## src/rtl/vesa_dbg_pkg.sv

```systemverilog
// Shared definitions for the VESA debug pattern source: pattern mode codes,
// colour-bar count and RGB field-width helpers.
package vesa_dbg_pkg;

    typedef enum logic [2:0] {
        MODE_INC_LINE  = 3'd0,
        MODE_INC_FRAME = 3'd1,
        MODE_COLOR_BAR = 3'd2,
        MODE_CHECKER   = 3'd3,
        MODE_H_RAMP    = 3'd4,
        MODE_V_RAMP    = 3'd5,
        MODE_FRAME_ID  = 3'd6,
        MODE_SOLID     = 3'd7
    } mode_t;

    localparam int BAR_NUM = 8;

    function automatic int r_width(input int dw);
        return dw / 3;
    endfunction

    function automatic int g_width(input int dw);
        return dw - 2 * (dw / 3);
    endfunction

    function automatic int b_width(input int dw);
        return dw / 3;
    endfunction

endpackage

```

## src/rtl/vesa_pattern_gen_if.sv

```systemverilog
// Video timing and pattern bus between a timing source and the pattern generator.
interface vesa_pattern_gen_if #(
    parameter int DATA_W = 16,
    parameter int F_W    = 8
);
    logic              vs;
    logic              hs;
    logic              de;
    logic [2:0]        mode;
    logic [DATA_W-1:0] seed;
    logic              out_vs;
    logic              out_hs;
    logic              out_de;
    logic [DATA_W-1:0] vesa_data;
    logic [F_W-1:0]    frame_cnt;

    modport master (
        output vs, hs, de, mode, seed,
        input  out_vs, out_hs, out_de, vesa_data, frame_cnt
    );

    modport slave (
        input  vs, hs, de, mode, seed,
        output out_vs, out_hs, out_de, vesa_data, frame_cnt
    );
endinterface

```

## src/rtl/vesa_timing_tracker.sv

```systemverilog
// Follows vs/de timing: pixel/line/bar/frame counters, the incrementing
// accumulator, and the per-frame mode/seed latch.
module vesa_timing_tracker
    import vesa_dbg_pkg::*;
#(
    parameter int DATA_W = 16,
    parameter int X_W    = 12,
    parameter int Y_W    = 12,
    parameter int F_W    = 8,
    parameter int BAR_W  = 160
) (
    input  logic              pix_clk,
    input  logic              rst,
    input  logic              vs,
    input  logic              de,
    input  logic [2:0]        mode,
    input  logic [DATA_W-1:0] seed,
    output logic [X_W-1:0]    x,
    output logic [Y_W-1:0]    y,
    output logic [DATA_W-1:0] acc,
    output logic [2:0]        bar_idx,
    output logic [F_W-1:0]    frame_cnt,
    output mode_t             mode_q,
    output logic [DATA_W-1:0] seed_q
);

    localparam int BC_W = (BAR_W > 1) ? $clog2(BAR_W) : 1;

    logic            vs_d;
    logic            de_d;
    logic            vs_rise;
    logic            de_fall;
    logic [BC_W-1:0] bar_cnt;

    function automatic logic [2:0] sat_inc(input logic [2:0] b);
        return (b == 3'(BAR_NUM - 1)) ? b : b + 3'd1;
    endfunction

    assign vs_rise = vs & ~vs_d;
    assign de_fall = ~de & de_d;

    // Priority: vs level > active pixel > end of line
    always_ff @(posedge pix_clk or posedge rst) begin
        if (rst) begin
            vs_d      <= 1'b0;
            de_d      <= 1'b0;
            x         <= '0;
            y         <= '0;
            acc       <= '0;
            bar_cnt   <= '0;
            bar_idx   <= '0;
            frame_cnt <= '0;
            mode_q    <= MODE_INC_LINE;
            seed_q    <= '0;
        end else begin
            vs_d <= vs;
            de_d <= de;
            if (vs_rise) begin
                mode_q    <= mode_t'(mode);
                seed_q    <= seed;
                frame_cnt <= frame_cnt + F_W'(1);
            end
            if (vs) begin
                x       <= '0;
                y       <= '0;
                acc     <= vs_rise ? seed : seed_q;
                bar_cnt <= '0;
                bar_idx <= '0;
            end else if (de) begin
                x   <= x + X_W'(1);
                acc <= acc + DATA_W'(1);
                if (bar_cnt == BC_W'(BAR_W - 1)) begin
                    bar_cnt <= '0;
                    bar_idx <= sat_inc(bar_idx);
                end else begin
                    bar_cnt <= bar_cnt + BC_W'(1);
                end
            end else if (de_fall) begin
                x       <= '0;
                y       <= y + Y_W'(1);
                bar_cnt <= '0;
                bar_idx <= '0;
                if (mode_q == MODE_INC_LINE)
                    acc <= seed_q;
            end
        end
    end

endmodule

```

## src/rtl/vesa_pattern_gen.sv

```systemverilog
// Debug pattern source: selects one of eight test patterns from the tracked
// timing and registers it alongside the delayed vs/hs/de.
module vesa_pattern_gen
    import vesa_dbg_pkg::*;
#(
    parameter int DATA_W  = 16,
    parameter int X_W     = 12,
    parameter int Y_W     = 12,
    parameter int F_W     = 8,
    parameter int BAR_W   = 160,
    parameter int SQ_LOG2 = 5
) (
    input  logic             pix_clk,
    input  logic             rst,
    vesa_pattern_gen_if.slave bus
);

    localparam int G_W = g_width(DATA_W);
    localparam int B_W = b_width(DATA_W);

    logic [X_W-1:0]    x;
    logic [Y_W-1:0]    y;
    logic [DATA_W-1:0] acc;
    logic [2:0]        bar_idx;
    logic [F_W-1:0]    frame_cnt;
    mode_t             mode_q;
    logic [DATA_W-1:0] seed_q;
    logic [DATA_W-1:0] pat_p0;
    logic [DATA_W-1:0] data_p1;
    logic              vld_p1;
    logic              vs_p1;
    logic              hs_p1;

    vesa_timing_tracker #(
        .DATA_W (DATA_W),
        .X_W    (X_W),
        .Y_W    (Y_W),
        .F_W    (F_W),
        .BAR_W  (BAR_W)
    ) u_tracker (
        .pix_clk   (pix_clk),
        .rst       (rst),
        .vs        (bus.vs),
        .de        (bus.de),
        .mode      (bus.mode),
        .seed      (bus.seed),
        .x         (x),
        .y         (y),
        .acc       (acc),
        .bar_idx   (bar_idx),
        .frame_cnt (frame_cnt),
        .mode_q    (mode_q),
        .seed_q    (seed_q)
    );

    // Standard bar order (white, yellow, cyan, green, magenta, red, blue,
    // black): G follows c[2], R follows c[1], B follows c[0].
    function automatic logic [DATA_W-1:0] bar_color(input logic [2:0] idx);
        logic [2:0]        c;
        logic [DATA_W-1:0] v;
        c = 3'd7 - idx;
        v = '0;
        for (int i = 0; i < DATA_W; i++) begin
            if (i < B_W)
                v[i] = c[0];
            else if (i < B_W + G_W)
                v[i] = c[2];
            else
                v[i] = c[1];
        end
        return v;
    endfunction

    // Stage p0: pattern value from current counters
    always_comb begin
        pat_p0 = '0;
        case (mode_q)
            MODE_INC_LINE,
            MODE_INC_FRAME: pat_p0 = acc;
            MODE_COLOR_BAR: pat_p0 = bar_color(bar_idx);
            MODE_CHECKER:   pat_p0 = (x[SQ_LOG2] ^ y[SQ_LOG2]) ? '1 : '0;
            MODE_H_RAMP:    pat_p0 = DATA_W'(x);
            MODE_V_RAMP:    pat_p0 = DATA_W'(y);
            MODE_FRAME_ID:  pat_p0 = DATA_W'(frame_cnt);
            MODE_SOLID:     pat_p0 = seed_q;
            default:        pat_p0 = '0;
        endcase
    end

    // Stage p1: registered outputs, blanked outside active video
    always_ff @(posedge pix_clk or posedge rst) begin
        if (rst) begin
            data_p1 <= '0;
            vld_p1  <= 1'b0;
            vs_p1   <= 1'b0;
            hs_p1   <= 1'b0;
        end else begin
            data_p1 <= (bus.de && !bus.vs) ? pat_p0 : '0;
            vld_p1  <= bus.de;
            vs_p1   <= bus.vs;
            hs_p1   <= bus.hs;
        end
    end

    assign bus.vesa_data = data_p1;
    assign bus.out_de    = vld_p1;
    assign bus.out_vs    = vs_p1;
    assign bus.out_hs    = hs_p1;
    assign bus.frame_cnt = frame_cnt;

endmodule

```

## src/flat_wrapper.sv

```systemverilog
// flat-port wrapper written by rule: the top's interface ports become plain ports
module vesa_pattern_gen_flat import vesa_dbg_pkg::*;
#(
    parameter int DATA_W  = 16,
    parameter int X_W     = 12,
    parameter int Y_W     = 12,
    parameter int F_W     = 8,
    parameter int BAR_W   = 160,
    parameter int SQ_LOG2 = 5
)
  (pix_clk, rst, bus_vs, bus_hs, bus_de, bus_mode, bus_seed, bus_out_vs, bus_out_hs, bus_out_de, bus_vesa_data, bus_frame_cnt);
  vesa_pattern_gen_if #(.DATA_W(DATA_W), .F_W(F_W)) bus_i ();
  input  logic pix_clk;
  input  logic rst;
  input wire logic [$bits(bus_i.vs)-1:0] bus_vs;
  input wire logic [$bits(bus_i.hs)-1:0] bus_hs;
  input wire logic [$bits(bus_i.de)-1:0] bus_de;
  input wire logic [$bits(bus_i.mode)-1:0] bus_mode;
  input wire logic [$bits(bus_i.seed)-1:0] bus_seed;
  output wire logic [$bits(bus_i.out_vs)-1:0] bus_out_vs;
  output wire logic [$bits(bus_i.out_hs)-1:0] bus_out_hs;
  output wire logic [$bits(bus_i.out_de)-1:0] bus_out_de;
  output wire logic [$bits(bus_i.vesa_data)-1:0] bus_vesa_data;
  output wire logic [$bits(bus_i.frame_cnt)-1:0] bus_frame_cnt;
  assign bus_i.vs = bus_vs;
  assign bus_i.hs = bus_hs;
  assign bus_i.de = bus_de;
  assign bus_i.mode = bus_mode;
  assign bus_i.seed = bus_seed;
  assign bus_out_vs = bus_i.out_vs;
  assign bus_out_hs = bus_i.out_hs;
  assign bus_out_de = bus_i.out_de;
  assign bus_vesa_data = bus_i.vesa_data;
  assign bus_frame_cnt = bus_i.frame_cnt;
  vesa_pattern_gen #(.DATA_W(DATA_W), .X_W(X_W), .Y_W(Y_W), .F_W(F_W), .BAR_W(BAR_W), .SQ_LOG2(SQ_LOG2)) u_core (.pix_clk(pix_clk), .rst(rst), .bus(bus_i));
endmodule
```

## config.mk

```make
export PLATFORM = sky130hd
export DESIGN_NAME = vesa_pattern_gen_flat
export DESIGN_NICKNAME = d
export VERILOG_FILES = /design/src/rtl/vesa_dbg_pkg.sv /design/src/rtl/vesa_pattern_gen_if.sv /design/src/rtl/vesa_timing_tracker.sv /design/src/rtl/vesa_pattern_gen.sv /design/src/flat_wrapper.sv
export SDC_FILE = /design/constraint.sdc
export NUM_CORES = 1
export LEC_CHECK = 0
export CORE_MARGIN = 2
export CORE_UTILIZATION = 45
export CTS_CLUSTER_DIAMETER = 30
export DETAILED_ROUTE_END_ITERATION = 16
export GPL_ROUTABILITY_DRIVEN = 0
export GPL_TIMING_DRIVEN = 0
export HOLD_SLACK_MARGIN = 0.15
export PLACE_DENSITY = 0.76
export SLEW_MARGIN = 20
export SYNTH_ARGS = -nofsm -noshare
export SYNTH_HDL_FRONTEND = slang
export SYNTH_SLANG_ARGS = --single-unit
```

## constraint.sdc

```tcl
create_clock -name pix_clk -period 2.75 [get_ports pix_clk]
set_input_delay 0.4125 -clock pix_clk [delete_from_list [all_inputs] [get_ports pix_clk]]
set_output_delay 0.4125 -clock pix_clk [all_outputs]
set_load 0.02 [all_outputs]
```

==> flow_summary_export.csv <==
group,metric,value,unit
die,core,11470,µm²
detailed_routing,first_pass_iters,5,
logic_synthesis,synthArstFlopShare,1.000,
setup_path,crit_type,"in2reg",
logic_synthesis,ys.flop_type,"dfrtp_1",
sta,slew_headroom,0.4822,
die,initial_utilization,0.4626,
cells_and_area,fin_area,6325,µm²
grt,grt_pass1_wl,23210,µm
logic_synthesis,postSynthCellCount,525,
grt,grt_pass1_vias,4455,
clock_tree,cts_buffers,9,
grt,grt_usage,0.2332,
logic_synthesis,synth_area_per_cell,10.10,µm²
placed_design,dp_hpwl,10220,µm
setup_path,crit_path_end_kind,"flip-flop",
clock_tree,cts_tree,"built",
outcome,status,"finished clean",
sta,rsz0062_at_grt,"false",
sta,hold_slack,0.4890,ns
grt,grt-ovfl-total,0,
sta,fmax,429.7,MHz
logic_synthesis,yosysSeqAreaShare,0.4575,
detailed_routing,vias,4562,
detailed_routing,drc_errors,0,
cells_and_area,fin_nets,619,
setup_path,crit_chain,"clkdlybuf4s50_1 > nand2b_1 > clkbuf_1 > clkbuf_1 > nor4_1 > a221oi_1 > o2bb2ai_1",
setup_path,critPathMaxStageDelay,0.56,ns
placed_design,dpl-instance-area,6028,µm²
logic_synthesis,synth_cell_types,58,
clock_tree,clock_latency,0.35,ns
cells_and_area,final_common_cell,"dfrtp_1",
logic_synthesis,syn-num-nets,556,
setup_path,reg2reg_slack,0.61,ns
power,cellPowerDensity,628.0,nW/µm²
logic_synthesis,synth_edf_count,0,
setup_path,arrival,2.54,ns
cells_and_area,antenna_cells,0,
setup_path,crit_path_start_kind,"input pin",
power,irDropWorstVdd,0.0007179,V
detailed_routing,postRouteAntennaNets,0,
power,finalPower,3.972,mW
hold_path,hold_path.class,"reg2reg",
clock_tree,cts_resized,0,
job,maxCapViolCount,0,
sta,period_needed,2.327,ns
setup_path,critPathSlowestCell,"clkbuf_1",
clock_tree,cts_root_buffer,"clkbuf_16",
clock_tree,clk_pin_slew,0.06,ns
setup_path,worst-path-max-fanout,10,
grt,antenna_found_initial,0,
sta,worst_pin_slew,0.7767,ns
logic_synthesis,ys_ff_latch,97,
detailed_routing,routed_via_density,6.207,
sta,timing.final.hold_violations,0,
clock_tree,post-cts-setup-buffers,0,
cells_and_area,n_fill_cell,995,
die,die_y,112.6,µm
sta,finalSetupViolations,0,
detailed_routing,drtIter0Drc,516,
cells_and_area,final_cell_mix,"dfrtp_1 (97), nand2_1 (51), clkdlybuf4s50_1 (50), nor2_1 (31), o21ai_1 (26)",
logic_synthesis,yosysWarnings,0,
cells_and_area,syn2layout_area_growth,19.22,%
die,die_width,112.6,µm
clock_tree,hold_buffers,0,
detailed_routing,totalWireLength,14110,µm
sta,finalMaxSlewViolations,0,
setup_path,cp_data_required_time,2.96,ns
sta,tns,0,ns
detailed_routing,wl_per_cell,19.19,µm
clock_tree,clockBufferDepth,2,
grt,grt_max_degree,35,
logic_synthesis,netlist_area,5305,µm²
sta,timing.final.crit_share,0.8463,
die,row_count,39,
cells_and_area,layout-drive-gt1-share,0.1014,
sta,finClkSkew,0.005629,ns
clock_tree,h-tree-depth,3,
placed_design,numPortBuffers,50,
power,leakage,2.640,nW
die,io_pins,51,
clock_tree,cts.sinks,97,
die,die_area,12670,µm²
setup_path,path_common_cell,"clkbuf_1",
metal layers:
layer | track usage | part of all wire | vias up
met5 | 0 | 0 | -
met4 | 0.08780 | 0.027 | 0
met3 | 0.05130 | 0.085 | 35
met2 | 0.3545 | 0.45 | 204
met1 | 0.3285 | 0.44 | 2249
li1 | - | - | 2074
critical path, delay by kind of cell:
kind	cells	cell delay, ns
buffers and inverters	3	1.46
AO/OA/AOI/OAI	2	0.39
AND/OR/NAND/NOR	2	0.27
cells by family after synthesis:
| family | share of synthesized area |
|---|---|
| buf+inv | 0.04033 |
| xor+xnor | 0.03137 |
| simple gates | 0.1646 |
| flops | 0.4575 |
| fa+ha+maj | 0.01651 |
| mux | 0.1165 |
| compound gates | 0.1731 |
power by group:
group          internal, mW  total [mW]  switching, mW
registers              1.58        1.79          0.202
logic                 0.430       0.915          0.484
clock network         0.747        1.27          0.523
registers in the layout, summed over array words and instances, names as in the netlist:
name,count
u_core.u_tracker.seed_q,16
u_core.u_tracker.mode_q,3
u_core.u_tracker.x,12
u_core.u_tracker.y,12
u_core.u_tracker.acc,16
u_core.u_tracker.bar_idx,3
u_core.bus.out_de,1
u_core.u_tracker.frame_cnt,8
u_core.u_tracker.bar_cnt,8
u_core.bus.vesa_data,16
u_core.bus.out_vs,1
u_core.bus.out_hs,1
area by class of cell:
| type | instances | area, µm² | share of cell area |
|---|---|---|---|
| multi-input combinational | 382 | 2664 | 0.4212 |
| sequential | 97 | 2427 | 0.3838 |
| timing repair buffer | 52 | 540.5 | 0.08546 |
| clock buffer | 12 | 256.5 | 0.04055 |
| buffer | 38 | 183.9 | 0.02908 |
| tap | 143 | 178.9 | 0.02829 |
| clock inverter | 3 | 40.04 | 0.006330 |
| inverter | 8 | 33.78 | 0.005341 |
cell usage after synthesis, types with 3 or more instances:
library cell,instances,share of area
a211o_1,5,0.0083
a21oi_1,25,0.024
a221oi_1,6,0.0099
a22o_1,7,0.012
a22oi_1,4,0.0057
a2bb2oi_1,4,0.0066
a31oi_1,7,0.0083
and2_1,6,0.0071
and3_1,9,0.011
buf_1,4,0.0028
buf_2,15,0.014
buf_6,3,0.0064
clkbuf_1,16,0.011
dfrtp_1,97,0.46
ha_1,7,0.017
inv_1,7,0.0050
mux2_1,20,0.042
mux2_2,10,0.021
mux2i_1,10,0.019
mux4_2,8,0.034
nand2_1,51,0.036
nand2b_1,6,0.0071
nand3_1,17,0.016
nand4_1,13,0.015
nor2_1,31,0.022
nor2b_1,5,0.0059
nor3_1,5,0.0047
nor4_1,10,0.012
o211ai_1,7,0.0099
o21ai_0,22,0.021
o21ai_1,26,0.025
o2bb2ai_1,9,0.015
or3_1,3,0.0035
or4_1,5,0.0071
xnor2_1,7,0.012
xor2_1,12,0.020
through the flow:
step,worst slack [ns],std cells,utilization
floorplan,0.9646,525,-
global placement,0.1820,718,0.5222
detailed placement,0.1953,720,0.5257
CTS,0.5441,735,0.5516
global route,0.3244,735,0.5516
finish,0.4228,735,0.5516
path summary, 6_finish.rpt:
kind,startpoint,end,depth (start not counted)
worst max-delay path,bus_vs,u_core.u_tracker.acc[8],7
worst min-delay path,u_core.u_tracker.bar_cnt[4],u_core.u_tracker.bar_cnt[4],1
worst max register to register,u_core.bus.out_vs,u_core.u_tracker.acc[8],5
worst min register to register,u_core.u_tracker.bar_cnt[4],u_core.u_tracker.bar_cnt[4],1
max in group asynchronous,rst,u_core.u_tracker.seed_q[4],3
min in group asynchronous,rst,u_core.u_tracker.bar_cnt[5],2
Note: power is estimated with default switching activity, not from simulation.
